===== config.mk =====
export PLATFORM = sky130hd
export DESIGN_NAME = sram_controller
export DESIGN_NICKNAME = d
export VERILOG_FILES = /design/src/rtl/sram_controller.sv
export SDC_FILE = /design/constraint.sdc
export NUM_CORES = 1
export LEC_CHECK = 0
export ABC_AREA = 0
export BUFFER_PORTS_ARGS = -buffer_cell sky130_fd_sc_hd__buf_2
export CORE_ASPECT_RATIO = 1.75
export CORE_UTILIZATION = 35
export DETAILED_ROUTE_END_ITERATION = 12
export PLACE_DENSITY_LB_ADDON = 0.2
export SYNTH_ARGS = -nofsm -noshare
export SYNTH_HDL_FRONTEND = slang
export SYNTH_SLANG_ARGS = --single-unit
export TNS_END_PERCENT = 50

===== constraint.sdc =====
create_clock -name clk -period 11.3 [get_ports clk]
set_input_delay 0.565 -clock clk [delete_from_list [all_inputs] [get_ports clk]]
set_output_delay 0.565 -clock clk [all_outputs]
set_load 0.005 [all_outputs]

===== src/rtl/sram_controller.sv =====
// sram_controller: sequences 32-bit CPU data accesses onto a 16-bit async SRAM in two halfword phases.
// Define SRAM_CTRL_READ_HIT_EN to serve repeat reads of the word held in mem_result without an SRAM access.
module sram_controller #(
  parameter int BASE_ADDR = 1024,
  parameter int PHASE_CYCLES = 3
) (
  input  logic        clk,
  input  logic        rst,
  input  logic        mem_r_en,
  input  logic        mem_w_en,
  input  logic [31:0] address,
  input  logic [31:0] data,
  output logic [31:0] mem_result,
  output logic        ready,
  output logic [17:0] sram_addr,
  output logic [15:0] sram_dq_out,
  input  logic [15:0] sram_dq_in,
  output logic        sram_dq_oe,
  output logic        sram_we_n
);
  localparam int CW = PHASE_CYCLES > 1 ? $clog2(PHASE_CYCLES) : 1;
  localparam logic [CW-1:0] LAST = CW'(PHASE_CYCLES - 1);
  localparam logic [1:0] IDLE = 2'd0, LO = 2'd1, HI = 2'd2, DONE = 2'd3;
  logic [1:0] state_q, state_d;
  logic [CW-1:0] cnt_q, cnt_d;
  logic [16:0] w_q, w_d, w_in;
  logic [31:0] wdat_q, wdat_d, mem_result_q, mem_result_d;
  logic wr_q, wr_d;
  logic [15:0] lo_q, lo_d, dq_out_q, dq_out_d;
  logic [17:0] sram_addr_q, sram_addr_d;
  logic dq_oe_q, dq_oe_d, we_n_q, we_n_d;
  logic req, hit, take, phase_end, done_in, ph_d, hi_d;
`ifdef SRAM_CTRL_READ_HIT_EN
  logic [16:0] tag_q, tag_d;
  logic valid_q, valid_d;
`endif
  assign w_in = 17'((address - 32'(BASE_ADDR)) >> 2);
  always_comb begin
    req = mem_r_en | mem_w_en;
`ifdef SRAM_CTRL_READ_HIT_EN
    hit = mem_r_en & ~mem_w_en & valid_q & (w_in == tag_q);
`else
    hit = 1'b0;
`endif
    phase_end = cnt_q == LAST;
    take = state_q == IDLE && req && !hit;
    done_in = state_q == HI && phase_end;
    // LO -> HI -> DONE are consecutive encodings
    state_d = state_q == IDLE ? (take ? LO : IDLE)
            : state_q == DONE ? IDLE
            : phase_end ? state_q + 2'd1 : state_q;
    cnt_d = (state_q == LO || state_q == HI) && !phase_end ? cnt_q + 1'b1 : '0;
    w_d = take ? w_in : w_q;
    wdat_d = take ? data : wdat_q;
    wr_d = take ? mem_w_en : wr_q;
    lo_d = state_q == LO && phase_end ? sram_dq_in : lo_q;
`ifdef SRAM_CTRL_READ_HIT_EN
    mem_result_d = done_in && !wr_q ? {sram_dq_in, lo_q}
                 : done_in && valid_q && w_q == tag_q ? wdat_q : mem_result_q;
    tag_d = done_in && !wr_q ? w_q : tag_q;
    valid_d = valid_q | (done_in & ~wr_q);
`else
    mem_result_d = done_in && !wr_q ? {sram_dq_in, lo_q} : mem_result_q;
`endif
    // SRAM pins are registered, so they are computed from the next state
    ph_d = state_d == LO || state_d == HI;
    hi_d = state_d == HI;
    sram_addr_d = ph_d ? {w_d, hi_d} : sram_addr_q;
    dq_out_d = ph_d ? (hi_d ? wdat_d[31:16] : wdat_d[15:0]) : dq_out_q;
    dq_oe_d = ph_d & wr_d;
    we_n_d = ~(ph_d & wr_d & (cnt_d != LAST || PHASE_CYCLES == 1));
    ready = state_q == IDLE ? ~req | hit : state_q == DONE;
  end
  always_ff @(posedge clk or posedge rst) begin
    if (rst) begin
      state_q <= IDLE;
      cnt_q <= '0;
      w_q <= '0;
      wdat_q <= '0;
      wr_q <= 1'b0;
      lo_q <= '0;
      mem_result_q <= '0;
      sram_addr_q <= '0;
      dq_out_q <= '0;
      dq_oe_q <= 1'b0;
      we_n_q <= 1'b1;
`ifdef SRAM_CTRL_READ_HIT_EN
      tag_q <= '0;
      valid_q <= 1'b0;
`endif
    end else begin
      state_q <= state_d;
      cnt_q <= cnt_d;
      w_q <= w_d;
      wdat_q <= wdat_d;
      wr_q <= wr_d;
      lo_q <= lo_d;
      mem_result_q <= mem_result_d;
      sram_addr_q <= sram_addr_d;
      dq_out_q <= dq_out_d;
      dq_oe_q <= dq_oe_d;
      we_n_q <= we_n_d;
`ifdef SRAM_CTRL_READ_HIT_EN
      tag_q <= tag_d;
      valid_q <= valid_d;
`endif
    end
  end
  assign mem_result = mem_result_q;
  assign sram_addr = sram_addr_q;
  assign sram_dq_out = dq_out_q;
  assign sram_dq_oe = dq_oe_q;
  assign sram_we_n = we_n_q;
endmodule


# After elaboration in Yosys (flattened, before gate mapping)
# Cells that the tools add are included.
# op_classes
addsub	3
eq_ne	7
muxes	10
bitwise	5
n_reduce_logical	10
# ops
op	count
two-way mux 32 bit	1
subtractor 19 x 11 -> 19 bit (second input constant)	1
two-way mux 17 bit	1
two-way mux 16 bit	1
== test 2 bit (second input constant)	4
two-way mux 2 bit	4
logical AND 1 bit	5
adder 2 x 1 -> 2 bit (second input constant)	2
== test 2 x 1 -> 1 bit (second input constant)	2
two-way mux 1 bit	3
bitwise AND 1 bit	2
logical NOT 1 bit	2
logical NOT 2 bit	1
logical OR 1 bit	2
inequality test 2 bit (second input constant)	1
inverter 1 bit	2
bitwise OR 1 bit	1
# word_totals
reg_bits	138
in_bits	84
wordCells	46

# Longest topological paths before layout
# Gate-level depths: netlist of run 1.
# logic_depth
ltp_word	9
ltp_mapped	11
depth_no_buf	8

# Worst setup path after synthesis of run 1
# No wires, ideal clock.
# synth_path
kind	reg-to-reg
start	reg state_q[0]
end	reg dq_out_q[0], in the netlist sram_dq_out[0]
arrival_time_ns	2.690
t_required_ns	11.175
path_slack_ns	8.485
stages_incl_launch_ff	12
path_buffers	4
period_less_slack_ns	2.815
path_cell_list	dfrtp_1 > inv_1 > ha_1 > o21a_1 > buf_4 > buf_2 > nor2_1 > ha_1 > clkbuf_1 > buf_1 > mux4_2 > mux2_2
# synth_between
elab_chain_len	6
elab_cells_between_ends	13
cone_classes	add/sub (1); eq/ne (3); mux (6); reduce/logical (3)
# synth_rtl
element	line	text
start, declared	24	logic [1:0] state_q, state_d;
start signal, assigned	92	state_q <= state_d;
adder 2 x 1 -> 2 bit / logical NOT 2 bit (equally long branches)	51, 46, 49	
two-way mux 2 bit / logical AND 1 bit (equally long branches)	51, 46	
two-way mux 2 bit / two-way mux 1 bit (equally long branches)	50, 49	
two-way mux 2 bit *	49	state_d = state_q == IDLE ? (take ? LO : IDLE)
== test 2 bit *	67	hi_d = state_d == HI;
named net hi_d	32	logic req, hit, take, phase_end, done_in, ph_d, hi_d;
two-way mux 16 bit / logical OR 1 bit (equally long branches)	69, 66	
end signal, assigned	100	dq_out_q <= dq_out_d;
end, declared	29	logic [15:0] lo_q, lo_d, dq_out_q, dq_out_d;
# Mark *: on every way through the listed nets, which the timed path passes. The rest lies on a longest branch.
# A chain may end at the register's enable or synchronous reset.

# Worst setup path in the final report of run 1
# layout_path
start	reg state_q[0]
end	out ready
# layout_between
elab_chain_len	2
elab_cells_between_ends	3
cone_classes	eq/ne (1); mux (1); reduce/logical (1)
# layout_rtl
element	line	text
== test 2 bit / logical NOT 2 bit (equally long branches)	72	ready = state_q == IDLE ? ~req | hit : state_q == DONE;
two-way mux 1 bit *	72	
end, declared	14	output logic ready,
# Every way passes the cells marked *; elsewhere a longest branch is shown, timed or not.

==> run_results.csv, run 1 <==
group,metric,value,unit
die,io_pins,153,
clock_network,cts.path.max_buffers,2,
clock_network,holdBufCountCts,0,
timing,rsz0062_at_grt,"no",
timing,finalSetupViolCount,0,
drt,drt_wl_total,11800,um
clock_network,clkTransAtPathRegs,60,ps
clock_network,cts_buffers,17,
layout,area_growth_syn_to_layout,25.4,%
global_routing,grt_pass1_vias,4038,
global_routing,grt_overflow,0,
setup_path,r2r-end,"sram_dq_out[15]$_DFFE_PP0N_",
logic_synthesis,synth_cell_type_count,33,
power_and_ir_drop,p_leak,0.00355,uW
logic_synthesis,netlist_area,0.00570,mm^2
clock_network,cts_setup_buffers,0,
clock_network,cts_max_level,4,
setup_path,setup.worst_path.start_class,"flop",
timing,maxSlewViolCount,0,
logic_synthesis,ys_seq_elements,138,
die,core_area,0.0159,mm^2
run_status,status,"finished with violations",
logic_synthesis,avgSynthCellArea,12.7,um^2
logic_synthesis,ys_warn_count,0,
clock_network,cts-root-buf,"clkbuf_16",
global_routing,antenna_found_initial,0,
placed_design,port_buffers,137,
timing,layout_min_cycle_time,2930,ps
timing,tns,0,ps
drt,vias,3764,
setup_path,crit_slowest_cell,"buf_4",
drt,drt-initial-drc-count,167,
setup_path,critPathKind,"flop to output port",
timing,skew,8.25,ps
setup_path,rrSetupSlack,8580,ps
clock_network,cts_sinks,138,
timing,fin_crit_sh,25.9,%
setup_path,path_delay_family,"buffers and inverters",
power_and_ir_drop,ir_drop,0.157,mV
power_and_ir_drop,power_density,313,mW/mm^2
layout,diodes,0,
run_status,violations,"design-rule violations",
job,drv_cap,0,
logic_synthesis,ys_seq_area_share,60.6,%
global_routing,grt_usage,14.8,%
layout,mostFrequentLayoutCells,"dfrtp_1 (137), buf_2 (137), nand2_1 (128)",
drt,ant_nets,0,
global_routing,grt_max_degree,79,
setup_path,r2r_start,"state_q[0]$_DFF_PP0_",
setup_path,crit_chain,"inv_1 > ha_1 > o21a_2 > buf_4 > nor2_1 > buf_2",
die,die_x,98.5,um
logic_synthesis,synth_cells,448,
placed_design,hpwl,8010,um
setup_path,crit_path_max_fanout,66,
clock_network,tritoncts,"done",
drt,viasPerCell,4.79,
layout,final_nets,676,
setup_path,r2r_cells,7,
drt,drtPass1Iterations,10,
setup_path,max_stage_delay,640,ps
drt,wl_per_cell,15.0,um
setup_path,critPathArrivalTime,2370,ps
hold_path,hp-class,"input port to async pin",
timing,whs,220,ps
timing,worstMarginPinSlew,996,ps
placed_design,dpl.cell_count,755,
die,die_h,171,um
global_routing,grt_pass1_wl,19400,um
timing,fmax,0.341,GHz
layout,num-fill-cells,1509,
timing,slew_headroom,33.6,%
die,die_area,0.0168,mm^2
placed_design,place_congestion,0.705,
clock_network,ctsResizeCount,0,
logic_synthesis,syn-num-nets,539,
die,rows,61,
setup_path,worst_ep_required_time,10740,ps
clock_network,clkLatencyLatePin,400,ps
setup_path,worstSetupEndpointType,"output port",
setup_path,path_buf_inv,3,
timing,finalHoldViolations,0,
layout,final_cells,785,
drt,drc,11,
die,initial_core_util,35.9,%
power_and_ir_drop,finalPower,2240,uW
layout,drive_gt1_share,45.8,%
## per-layer routing
layer	part of all wire [%]	global-route usage, %	routed length [um]
met1	40	16.3	4740
met2	55	27.9	6440
met3	3.8	2.94	447
met4	1.4	5.65	170
met5	0	0	0
## kinds of logic (layout without fill, tap and decap cells)
kind of cell             Yosys count  count (layout)  share of synthesized area (%)
flip-flops                       138             138                           60.6
adder cells (fa/ha/maj)            7               7                           1.54
multiplexers                      98              98                           22.3
buffers and inverters             30             178                           2.15
XOR/XNOR                           4               4                          0.615
AND/OR/NAND/NOR                  153             153                           10.8
AO/OA/AOI/OAI                     18              18                           2.02
## flip-flops by register name, summed over array words and instances, names as in the netlist, 2 cells and up
register / cells
state_q: 2
lo_q: 16
wdat_q: 32
w_q: 17
sram_dq_out: 16
sram_addr: 18
mem_result: 32
cnt_q: 2
## through the flow
step	util, %	cell area (um^2)	worst slack, ps
6_report	45.0	7150	8370
5_1_grt	45.0	7150	8140
4_1_cts	45.0	7150	8320
3_5_place_dp	41.4	6580	8560
3_3_place_gp	41.4	6580	8630
2_1_floorplan	-	5700	7040
## cell type report
class	count	area (um^2)	area share, %
sequential	138	3450	48.3
tap	189	236	3.31
clock inverter	11	121	1.70
multi-input combinational	280	2140	29.9
timing repair buffer	141	716	10.0
inverter	7	31.3	0.438
clock buffer	19	453	6.34
## synth_stat cells
library cell	count	area, um^2
o21a_1	1	7.51
or3b_1	1	8.76
dfrtp_1	137	3430
o31ai_1	1	7.51
mux2_1	2	22.5
buf_4	2	15.0
or4b_4	1	13.8
a21oi_1	3	15.0
ha_1	7	87.6
or3_1	1	6.26
xnor2_1	2	17.5
a21o_1	1	7.51
nor2_1	12	45.0
nand3_1	1	5.00
nor3_1	3	15.0
o21ai_0	3	15.0
mux4_2	15	338
o221ai_1	2	17.5
inv_1	7	26.3
nand3b_1	1	7.51
nor4_1	1	6.26
buf_2	2	10.0
nand2_1	128	480
xor2_1	2	17.5
o21ai_1	4	20.0
nand2b_1	4	25.0
mux2i_1	1	10.0
a31oi_2	1	12.5
dfstp_2	1	26.3
a31oi_1	2	12.5
clkbuf_1	13	48.8
mux2_2	80	901
buf_1	6	22.5
## how the worst max path moves through the flow
stage,start,end,cells after the start
global placement,state_q[0]$_DFF_PP0_,sram_dq_out[15]$_DFFE_PP0N_,7
CTS,state_q[0]$_DFF_PP0_,ready,6
finish,state_q[0]$_DFF_PP0_,ready,6
detailed placement,state_q[0]$_DFF_PP0_,sram_dq_out[15]$_DFFE_PP0N_,7
floorplan,rst,cnt_q[0]$_DFF_PP0_,1
global route,state_q[0]$_DFF_PP0_,ready,6
## power by group
part / internal (uW) / leakage, uW / switching [uW]
Sequential: 744 / 0.00169 / 105
Combinational: 446 / 0.00158 / 404
Clock: 334 / 0.000281 / 202
Total: 1530 / 0.00355 / 710
Power figures use the tool's default switching activity.
==> inputs of run 2 (changes only) <==
Settings changed: ABC_AREA 0 to 1.
Clock period 11.3 ns to 2.8 ns, I/O delays scaled along.
==> run 2 against run 1 <==
Net effect: the run now ends clean; critical endpoint unchanged; largest cell class unchanged; flip-flop and latch count stayed put; design area is 5.1% higher; sequential power grew to 4.0 times the previous value; first-iteration DRC count is 19% lower.
==> run_results.csv, run 2 <==
group,metric,value,unit
timing,layout_min_cycle_time,2480,ps
setup_path,crit_slowest_cell,"buf_4",
logic_synthesis,yosys.area.top_type,"dfrtp_1",
logic_synthesis,synth.area.top_cells,"dfrtp_1 (62%), nand2_1 (16%), o21ai_0 (4.1%), mux2_2 (3.3%), inv_1 (3.1%)",
clock_network,cts_sinks,138,
global_routing,grt_pass1_vias,4692,
clock_network,cts-root-buf,"clkbuf_16",
drt,viasPerCell,4.56,
layout,drive_gt1_share,25.4,%
global_routing,grt_pass1_wl,21500,um
timing,worstMarginPinSlew,952,ps
drt,vias,4462,
hold_path,hp-class,"input port to flop",
clock_network,clkLatencyLatePin,410,ps
drt,drtPass1Iterations,4,
timing,slew_headroom,36.3,%
die,core_area,0.0154,mm^2
die,io_pins,153,
setup_path,rrSetupSlack,370,ps
timing,maxSlewViolCount,0,
drt,wl_per_cell,12.8,um
layout,seq_area,0.00345,mm^2
logic_synthesis,synth_common_cells,"nand2_1 (239), dfrtp_1 (137), inv_1 (45), o21ai_0 (45), nand3_1 (25)",
setup_path,crit_path_max_fanout,34,
power_and_ir_drop,power_density,1180,mW/mm^2
timing,rsz0062_at_grt,"no",
logic_synthesis,syn-num-nets,681,
drt,drt_wl_total,12500,um
timing,fmax,0.403,GHz
setup_path,r2r-end,"sram_dq_out[9]$_DFFE_PP0N_",
die,die_x,97.0,um
layout,diodes,0,
setup_path,crit_chain,"inv_1 > ha_1 > o21ai_4 > buf_4 > inv_2 > buf_4 > nor2_1 > buf_2",
logic_synthesis,ys_seq_elements,138,
logic_synthesis,synth_top_flop_cell,"dfrtp_1",
logic_synthesis,synth_cells,590,
setup_path,worstSetupEndpointType,"output port",
setup_path,worst_ep_required_time,2660,ps
clock_network,cts_max_level,4,
layout,final_nets,870,
logic_synthesis,ys_seq_area_share,62.5,%
logic_synthesis,synth_cell_type_count,22,
clock_network,clkTransAtPathRegs,60,ps
drt,ant_nets,0,
power_and_ir_drop,ir_drop,0.773,mV
run_status,status,"completed",
timing,finalHoldViolations,0,
drt,drt-initial-drc-count,136,
clock_network,cts_setup_buffers,0,
setup_path,max_stage_delay,430,ps
hold_path,min_from,"sram_dq_in[1]",
layout,mostFrequentLayoutCell,"nand2_1",
setup_path,r2r_cells,11,
placed_design,port_buffers,137,
setup_path,crit_top_cell,"buf_4",
layout,mostFrequentLayoutCells,"nand2_1 (239), dfrtp_1 (137), buf_2 (137)",
clock_network,cts.path.max_buffers,2,
timing,tns,0,ps
setup_path,r2r_start,"state_q[0]$_DFF_PP0_",
timing,fin_crit_sh,88.7,%
global_routing,grt_overflow,0,
setup_path,critPathArrivalTime,2340,ps
timing,finalSetupViolCount,0,
placed_design,place_congestion,0.740,
logic_synthesis,async_flop_share,100,%
power_and_ir_drop,p_leak,0.00402,uW
setup_path,setup.worst_path.start_class,"flop",
clock_network,tritoncts,"done",
global_routing,grt_usage,16.2,%
hold_path,hold_path_end,"lo_q[1]$_DFFE_PP0P_",
logic_synthesis,yosysTopAreaCellShare,62.0,%
die,rows,60,
logic_synthesis,synth-edff-count,0,
layout,num-fill-cells,1451,
logic_synthesis,synth.most_common_cell,"nand2_1",
layout,area_growth_syn_to_layout,35.8,%
timing,skew,15.4,ps
setup_path,critPathKind,"flop to output port",
global_routing,antenna_found_initial,1,
logic_synthesis,netlist_area,0.00553,mm^2
die,initial_core_util,35.9,%
power_and_ir_drop,finalPower,8900,uW
job,drv_cap,0,
logic_synthesis,avgSynthCellArea,9.38,um^2
die,die_h,168,um
placed_design,hpwl,8300,um
logic_synthesis,ys_warn_count,0,
global_routing,grt_max_degree,139,
hold_path,whs_path_depth,3,
die,die_area,0.0163,mm^2
clock_network,cts_buffers,17,
layout,multi_input_area,0.00179,mm^2
drt,drc,0,
## run 2: cell count changes in the layout (fill, tap and decap cells not counted), sizes merged, moves of 15 or more
cell         delta
nand2         +111
mux4           -15
o21ai          +40
dlygate4sd3    +49
nand3          +24
mux2           -66
inv            +42
## run 2: worst max path at each step
stage                         startpoint                           to  slack, ps  depth (start not counted)
floorplan           state_q[0]$_DFF_PP0_  sram_dq_out[10]$_DFFE_PP0N_        590                         12
global placement    state_q[0]$_DFF_PP0_   sram_dq_out[6]$_DFFE_PP0N_        470                         11
detailed placement  state_q[0]$_DFF_PP0_   sram_dq_out[9]$_DFFE_PP0N_        340                         11
CTS                 state_q[0]$_DFF_PP0_                        ready        250                          8
global route        state_q[0]$_DFF_PP0_                        ready        130                          8
finish              state_q[0]$_DFF_PP0_                        ready        320                          8
## run 2: cell type report
type	instances	area share, %
flip-flops and latches	138	46.0
multi-input cells	380	23.8
repair buffers	195	16.7
clock buffers	18	5.85
well taps	186	3.10
inverters	47	2.40
clock inverters	14	2.16
## run 2: cells by family (layout without fill, tap and decap cells)
group	after synthesis	after routing	synth area share, %
buffers and inverters	72	274	5.32
AOI/OAI and AO/OA	62	62	6.31
and+or+nand+nor	294	294	20.9
adders and majority gates	7	7	1.58
xor gates and xnor gates	1	1	0.158
DFF	138	138	62.5
muxes	16	16	3.26
## run 2: per-layer routing
layer / part of all wire, % / GRT usage (%) / vias to the layer above / wire length [um]
met4: 1.4 / 6.16 / 2 / 173
li1: - / - / 2229 / -
met2: 52 / 29.7 / 94 / 6540
met3: 4.4 / 4.44 / 13 / 544
met1: 42 / 17.4 / 2124 / 5200
met5: 0.10 / 0 / - / 13
## run 2: through the flow
| stage | setup slack [ps] | hold slack (ps) | util (%) | std cells | cell area (um^2) |
|---|---|---|---|---|---|
| CTS | 247 | 0.692 | 48.8 | 978 | 7510 |
| global placement | 474 | 364 | 41.7 | 897 | 6420 |
| floorplan | 593 | 268 | - | 590 | 5540 |
| global route | 133 | 13.8 | 48.8 | 978 | 7510 |
| finish | 317 | 19.4 | 48.8 | 978 | 7510 |
| detailed placement | 343 | 365 | 41.7 | 897 | 6420 |
## run 2: report_power, final
group	internal, uW	switching, uW	total [uW]
combinational	1320	1970	3300
clock	1360	883	2240
sequential	2980	385	3370
total	5660	3240	8900
## run 2: critical path: cells and delay by family, from the launching register on
kind	cells	cell delay [ps]
and+or+nand+nor	1	100
adders and majority gates	1	260
buffers and inverters	5	940
DFF	1	400
AOI/OAI and AO/OA	1	230
## run 2: repair_timing
action	in CTS	in global routing
hold buffers	49	0
endpoints found under the setup margin	0	0
gates resized for setup	0	0
hold endpoints to repair	105	0
==> inputs of run 3 (changes only) <==
Settings changed: ABC_AREA 1 to not set, CORE_MARGIN set to 1.5.
==> run 3 against run 2 <==
Net effect: critical path depth down 1; flip-flop and latch count unchanged; fmax up 1.4%; design area up 4.4%; critical endpoint is now sram_dq_out[5]$_DFFE_PP0N_.
==> run_results.csv, run 3 (same netlist as run 1, synthesis figures left out) <==
group,metric,value,unit
global_routing,grt_pass1_wl,20800,um
clock_network,clkLatencyLatePin,410,ps
drt,drt_wl_total,12300,um
clock_network,cts_sinks,138,
clock_network,holdBufCountCts,58,
hold_path,min_from,"mem_w_en",
layout,area_growth_syn_to_layout,37.6,%
hold_path,hp-class,"input port to flop",
clock_network,cts-root-buf,"clkbuf_16",
die,die_x,99.5,um
clock_network,clkTransAtPathRegs,60,ps
clock_network,ctsResizeCount,0,
timing,fin_ws,351,ps
placed_design,place_congestion,0.728,
drt,vias,4007,
timing,rsz0062_at_grt,"no",
placed_design,port_buffers,137,
power_and_ir_drop,p_sw,2940,uW
clock_network,tritoncts,"done",
placed_design,place_ws,315,ps
setup_path,crit_start,"state_q[0]$_DFF_PP0_",
drt,wl_per_cell,14.5,um
setup_path,setup.worst_path.start_class,"flop",
die,initial_core_util,35.9,%
setup_path,r2r_start,"state_q[0]$_DFF_PP0_",
layout,num-fill-cells,1464,
power_and_ir_drop,ir_drop,0.579,mV
power_and_ir_drop,combPwrFrac,38.2,%
placed_design,dpl.cell_count,759,
setup_path,worstSetupEndpointType,"flop",
drt,drt-initial-drc-count,108,
timing,skew,10.7,ps
drt,drc,0,
clock_network,cts.path.max_buffers,2,
die,core_area,0.0159,mm^2
drt,ant_nets,0,
timing,worstMarginPinSlew,828,ps
run_status,status,"completed",
timing,fmax,0.408,GHz
setup_path,critPathArrivalTime,2740,ps
drt,viasPerCell,4.73,
layout,final_nets,738,
die,die_area,0.0171,mm^2
timing,finalSetupViolCount,0,
timing,tns,0,ps
timing,finalHoldViolations,0,
setup_path,crit_path_max_fanout,17,
timing,layout_min_cycle_time,2450,ps
global_routing,antenna_found_initial,0,
timing,maxSlewViolCount,0,
clock_network,cts_max_level,4,
power_and_ir_drop,swShare,31.4,%
power_and_ir_drop,power_density,1200,mW/mm^2
timing,fin_crit_sh,87.5,%
power_and_ir_drop,seqPwrFrac,36.6,%
layout,drive_gt1_share,42.0,%
layout,mostFrequentLayoutCells,"dfrtp_1 (137), buf_2 (137), nand2_1 (128)",
setup_path,critPathKind,"flop to flop",
power_and_ir_drop,pwr-share-clk,25.2,%
clock_network,cts_setup_buffers,0,
die,rows,61,
setup_path,worst_ep_required_time,3090,ps
job,drv_cap,0,
power_and_ir_drop,p_leak,0.00383,uW
die,die_h,172,um
die,io_pins,153,
clock_network,cts_buffers,17,
layout,diodes,0,
global_routing,grt_overflow,0,
power_and_ir_drop,p_int,6440,uW
global_routing,grt_pass1_vias,4229,
drt,drtPass1Iterations,4,
placed_design,hpwl,8250,um
layout,final_cells,848,
global_routing,grt_max_degree,68,
timing,slew_headroom,44.6,%
global_routing,grt_usage,15.6,%
[run 3: changes by cell type in the layout (fill, tap and decap cells not counted), sizes merged, moves of 4 or more]
cell and delta:
a31oi -6, and2 -5, dlygate4sd3 +9, inv -42
mux2 +66, mux4 +15, nand2 -111, nand2b +4
nand3 -24, nor2 -9, o211ai -5, o21ai -40
or2 -4
[run 3: path summary, 6_finish.rpt]
| check | endpoint | slack, ps | depth (start not counted) |
|---|---|---|---|
| setup / recovery | sram_dq_out[5]$_DFFE_PP0N_ | 350 | 7 |
| hold / removal | wr_q$_DFF_PP0_ | 60 | 3 |
| setup reg to reg | sram_dq_out[5]$_DFFE_PP0N_ | 350 | 7 |
| hold reg to reg | cnt_q[0]$_DFF_PP0_ | 440 | 1 |
| max in group asynchronous | sram_we_n$_DFF_PP1_ | 1840 | 4 |
| min in group asynchronous | lo_q[15]$_DFFE_PP0P_ | 270 | 3 |
[run 3: metrics by stage]
| stage | area [um^2] | util, % | power, uW | hold slack, ps |
|---|---|---|---|---|
| after floorplan | 5700 | - | 5830 | 245 |
| after global placement | 6640 | 41.8 | 6900 | 153 |
| after detailed placement | 6640 | 41.8 | 7070 | 156 |
| after CTS | 7840 | 49.4 | 9560 | 29.8 |
| after global routing | 7840 | 49.4 | 10100 | 48.5 |
| final | 7840 | 49.4 | 9380 | 55.5 |
[run 3: cell type report]
cell class | count | area [um^2] | share of cell area (%)
clock buffers | 18 | 429 | 5.47
clock inverters | 13 | 191 | 2.44
inverters | 7 | 30.0 | 0.383
multi-input cells | 280 | 2140 | 27.2
flip-flops and latches | 138 | 3450 | 44.0
well taps | 189 | 236 | 3.02
repair buffers | 203 | 1360 | 17.4
[run 3: worst max-delay path, stage by stage (launching register included)]
cell     delay (ps)
dfrtp_1         400
inv_1            80
ha_1            300
mux2i_1          70
nor3_1          220
ha_2            600
mux4_2          380
mux2_2          270
[run 3: power groups by stage]
| stage | clock network [uW] | registers, uW | logic (uW) |
|---|---|---|---|
| detailed placement | 0 | 3480 | 3600 |
| global route | 2520 | 3560 | 4030 |
| finish | 2360 | 3430 | 3580 |
| floorplan | 0 | 3440 | 2400 |
| CTS | 2450 | 3440 | 3670 |
| global placement | 0 | 3410 | 3490 |
[run 3: per-layer routing]
layer  GRT usage (%)  share of wire [%]
met2            27.8                 54
met3            3.45                3.7
met5               0                  0
met4            6.25                1.4
met1            18.0                 41
